File: src/rtl/cache_fill_fsm.sv
// Cache line fill controller: on a miss, issues 8 pipelined word reads and writes returned words into the data array, then the tag.
// Optional FILL_MISS_COUNT_EN macro enables a saturating completed-fill counter on miss_count.
module cache_fill_fsm (
  input  logic        clk,
  input  logic        rst,
  input  logic        miss_detected,
  input  logic [15:0] miss_address,
  input  logic [15:0] memory_data,
  input  logic        memory_data_valid,
  output logic        fsm_busy,
  output logic        mem_en,
  output logic [15:0] memory_address,
  output logic [15:0] fill_address,
  output logic [15:0] fill_data,
  output logic        write_data_array,
  output logic        write_tag_array,
  output logic [15:0] miss_count
);

  typedef enum logic {IDLE, WAIT} state_t;

  state_t      state_q, state_d;
  logic [11:0] base_q, base_d;
  logic [2:0]  issue_cnt_q, issue_cnt_d;
  logic        issue_done_q, issue_done_d;
  logic [2:0]  rcv_cnt_q, rcv_cnt_d;

  logic unused_offset_bits;
  assign unused_offset_bits = ^miss_address[3:0];

  always_ff @(posedge clk) begin
    if (rst) begin
      state_q      <= IDLE;
      base_q       <= '0;
      issue_cnt_q  <= '0;
      issue_done_q <= 1'b0;
      rcv_cnt_q    <= '0;
    end else begin
      state_q      <= state_d;
      base_q       <= base_d;
      issue_cnt_q  <= issue_cnt_d;
      issue_done_q <= issue_done_d;
      rcv_cnt_q    <= rcv_cnt_d;
    end
  end

  // issue_done_q marks the 8th request, since the 3-bit issue counter wraps back to 0
  always_comb begin
    state_d      = state_q;
    base_d       = base_q;
    issue_cnt_d  = issue_cnt_q;
    issue_done_d = issue_done_q;
    rcv_cnt_d    = rcv_cnt_q;
    case (state_q)
      IDLE: begin
        if (miss_detected) begin
          state_d      = WAIT;
          base_d       = miss_address[15:4];
          issue_cnt_d  = '0;
          issue_done_d = 1'b0;
          rcv_cnt_d    = '0;
        end
      end
      WAIT: begin
        if (!issue_done_q) begin
          issue_cnt_d = issue_cnt_q + 3'd1;
          if (issue_cnt_q == 3'd7) issue_done_d = 1'b1;
        end
        if (memory_data_valid) begin
          rcv_cnt_d = rcv_cnt_q + 3'd1;
          if (rcv_cnt_q == 3'd7) state_d = IDLE;
        end
      end
      default: state_d = IDLE;
    endcase
  end

  // Strobes are suppressed while rst is high so a fill cut short by reset writes nothing
  always_comb begin
    fsm_busy         = 1'b0;
    mem_en           = 1'b0;
    write_data_array = 1'b0;
    write_tag_array  = 1'b0;
    memory_address   = {base_q, issue_cnt_q, 1'b0};
    fill_address     = {base_q, rcv_cnt_q, 1'b0};
    fill_data        = memory_data;
    case (state_q)
      IDLE: fsm_busy = miss_detected;
      WAIT: begin
        if (!rst) begin
          fsm_busy         = 1'b1;
          mem_en           = !issue_done_q;
          write_data_array = memory_data_valid;
          write_tag_array  = memory_data_valid && (rcv_cnt_q == 3'd7);
        end
      end
      default: fsm_busy = 1'b0;
    endcase
  end

`ifdef FILL_MISS_COUNT_EN
  logic [15:0] miss_count_q;

  always_ff @(posedge clk) begin
    if (rst) begin
      miss_count_q <= '0;
    end else if (write_tag_array && (miss_count_q != 16'hFFFF)) begin
      miss_count_q <= miss_count_q + 16'd1;
    end
  end

  assign miss_count = miss_count_q;
`else
  assign miss_count = '0;
`endif

endmodule

File: config.mk
export PLATFORM = sky130hd
export DESIGN_NAME = cache_fill_fsm
export DESIGN_NICKNAME = d
export VERILOG_FILES = /design/src/rtl/cache_fill_fsm.sv
export SDC_FILE = /design/constraint.sdc
export NUM_CORES = 1
export LEC_CHECK = 0
export BUFFER_PORTS_ARGS = -buffer_cell sky130_fd_sc_hd__buf_2
export CAP_MARGIN = 20
export CORE_UTILIZATION = 25
export CTS_CLUSTER_SIZE = 14
export DETAILED_ROUTE_END_ITERATION = 10
export PLACE_DENSITY = 0.6
export SLEW_MARGIN = 20
export SYNTH_ARGS = -nofsm -noshare
export SYNTH_HDL_FRONTEND = slang
export SYNTH_SLANG_ARGS = --single-unit
export TNS_END_PERCENT = 1
File: constraint.sdc
create_clock -name clk -period 1.3 [get_ports clk]
set_clock_uncertainty 0.2 [all_clocks]
set_input_delay 0.26 -clock clk [delete_from_list [all_inputs] [get_ports clk]]
set_output_delay 0.26 -clock clk [all_outputs]
set_load 0.02 [all_outputs]
==> impl_metrics.json <==
{
  "crit_chain": "ha_4, ha_4, and2_4, buf_6",
  "synth-simple-area-share_pct": 15.1,
  "cp-end-kind": "output pin",
  "avgViaCountPerCell": 3.99,
  "fill_cells": 470,
  "timing.fmax_mhz": 620,
  "clock_sinks": 20,
  "cts_buffers": 3,
  "synth.largest_area_cell": "dfxtp_1",
  "path_clk_slew_ns": 0.08,
  "post-dp-hpwl_mm": 1.72,
  "pre_cts_slack_ns": -0.144,
  "core-area_sq_um": 4440,
  "cp_slowest_cell": "dfxtp_2",
  "ios": 104,
  "ir_worst_vdd_v": 0.000805,
  "synth.distinct_cells": 22,
  "synth_compound_area_share_pct": 11.8,
  "power_density_nw_per_um2": 1070,
  "timing.final.crit_share_pct": 124,
  "crit_family": "flip-flops",
  "crit_top_cell": "ha_4",
  "hold_viol_final": 0,
  "die_y_microns": 70.7,
  "final_cells": 231,
  "cts_tree": "done",
  "synth_area_leaders": "dfxtp_1 (34%), buf_4 (30%), nand2_1 (8.0%)",
  "rsz0062_at_grt": "true",
  "firstDrtPassIters": 7,
  "io_buffers": 49,
  "worstPathArrival_ns": 1.15,
  "start_util_pct": 26.5,
  "synth_fa_ha_area_share_pct": 4.25,
  "violations": "design-rule violations, negative setup slack",
  "insertion_delay_ns": 0.25,
  "synth_mux_area_share_pct": 1.17,
  "synth.ff_latch_count": 20,
  "drv_cap": 0,
  "synth_top_family_by_area": "buffers and inverters",
  "seq_area_frac_synth_pct": 34.0,
  "grt_max_degree": 13,
  "critPathMaxStageDelay_ns": 0.34,
  "syn_area_sq_um": 1180,
  "placed_cells": 227,
  "drive_gt1_share_pct": 50.3,
  "rows": 24,
  "outcome": "finished with violations",
  "drtIter0Drc": 30,
  "gp_congestion": 0.690,
  "grt-ovfl-total": 0,
  "die_x_microns": 70.7,
  "grtUsageTotal_pct": 9.14,
  "cts_buffer_depth": 2,
  "avgRoutedWirePerCell_microns": 10.0,
  "synth_top_area_share_pct": 34.0,
  "area_growth_pct": 30.9,
  "htree_levels": 1,
  "yosysWarnings": 0,
  "ant_nets": 0,
  "fin_nets": 220,
  "fin_ws_ns": -0.313,
  "synth_area_per_cell_sq_um": 8.24,
  "layout_min_cycle_time_ns": 1.61,
  "root_buffer": "clkbuf_8",
  "drc": 14,
  "power_leakage_nw": 0.753,
  "maxSlewViolCount": 0,
  "synth-xor-area-share_pct": 0,
  "criticalPathCategory": "register to output pin",
  "finalHoldWorstSlack_ns": 0.0245,
  "drt_wl_total_mm": 2.32,
  "hold_path.class": "primary input to register",
  "hold_buffers": 0,
  "antenna_found_initial": 0,
  "die_area_sq_um": 4990,
  "cp_data_required_time_ns": 0.84,
  "total_power_mw": 1.65,
  "antenna-diode-count": 0,
  "grt_pass1_vias": 799,
  "postSynthCellCount": 143,
  "crit_buf_inv": 1,
  "crit_path_start_kind": "register",
  "grt_first_pass_wirelength_mm": 3.59,
  "fin_util_pct": 34.7,
  "vias": 922,
  "setup_viol": 7,
  "cp_max_fo": 2
}
==> Yosys cell counts (all sizes together) <==
cell,number
buf,51
o32ai,2
a32oi,2
inv,3
a311oi,1
or3,1
a22oi,1
clkbuf,1
mux2i,1
nand2b,5
a211oi,1
and2,1
nor2b,1
a21oi,14
o21ai,1
nand2,25
conb,1
ha,4
nor2,7
dfxtp,20
==> final timing paths <==
kind | startpoint | end | slack (ns) | cells past startpoint
setup / recovery | rcv_cnt_q[1] | write_tag_array | -0.31 | 4
hold / removal | miss_address[15] | base_q[11] | 0.02 | 3
setup reg to reg | issue_cnt_q[0] | issue_cnt_q[2] | 0.02 | 4
hold reg to reg | base_q[8] | base_q[8] | 0.26 | 2
==> power breakdown <==
| part | switching [mW] | internal, mW |
|---|---|---|
| Combinational | 0.218 | 0.151 |
| Clock | 0.207 | 0.411 |
| Sequential | 0.0253 | 0.643 |
==> repair_timing <==
action / CTS / global route
cloned: 0 / 0
endpoints found under the setup margin: 11 / 20
buffers inserted: 0 / 0
resized for setup: 21 / 11
hold endpoints to repair: 0 / 0
pin swaps: 3 / 1
==> routing by layer <==
layer,vias up,global-route usage (%),wire length [microns]
met3,2,3.56,207
met4,0,1.33,11
li1,472,-,-
met5,-,0,0
met1,402,9.92,920
met2,46,17.2,1180
==> worst register-to-register path: stages (launching register included) <==
cell	delay [ns]
dfxtp_2	0.33
ha_1	0.19
ha_1	0.27
inv_1	0.04
o32ai_2	0.17
==> state kept, by name, indices dropped and copies added (netlist names) <==
name          cells
base_q           12
issue_cnt_q       3
rcv_cnt_q         3
issue_done_q      1
state_q           1
==> logic make-up after synthesis <==
group,Yosys count
AND/OR/NAND/NOR,40
multiplexers,1
buffers and inverters,55
flip-flops,20
other,1
adder cells (fa/ha/maj),4
AO/OA/AOI/OAI,22
==> layout by cell type (no fill, tap or decap), types with 2 or more instances in the layout <==
master / Yosys / routed
buf_12: 0 / 2
ha_1: 4 / 2
ha_4: 0 / 2
nor2_2: 0 / 2
buf_6: 1 / 8
dfxtp_1: 20 / 14
dfxtp_2: 0 / 5
inv_1: 3 / 3
a32oi_1: 2 / 2
buf_4: 47 / 22
nand2_1: 25 / 24
clkbuf_8: 0 / 3
a21oi_1: 14 / 13
conb_1: 1 / 18
nand2b_1: 5 / 4
buf_2: 3 / 35
nor2_1: 7 / 4
==> area by class of cell <==
cell class | instances | area [sq um] | share of cell area [%]
clock buffers | 3 | 41.3 | 2.68
clock inverters | 1 | 30.0 | 1.95
inverters | 3 | 11.3 | 0.730
multi-input cells | 85 | 514 | 33.3
flip-flops and latches | 20 | 410 | 26.6
well taps | 52 | 65.1 | 4.22
repair buffers | 67 | 470 | 30.5
==> through the flow <==
stage	TNS, ns	instance area [sq um]
2_1_floorplan	-0.182	1270
3_3_place_gp	-0.191	1360
3_5_place_dp	-0.187	1360
4_1_cts	-0.970	1510
5_1_grt	-1.25	1540
6_report	-0.862	1540
No activity file was read; power rests on OpenSTA's default activity.
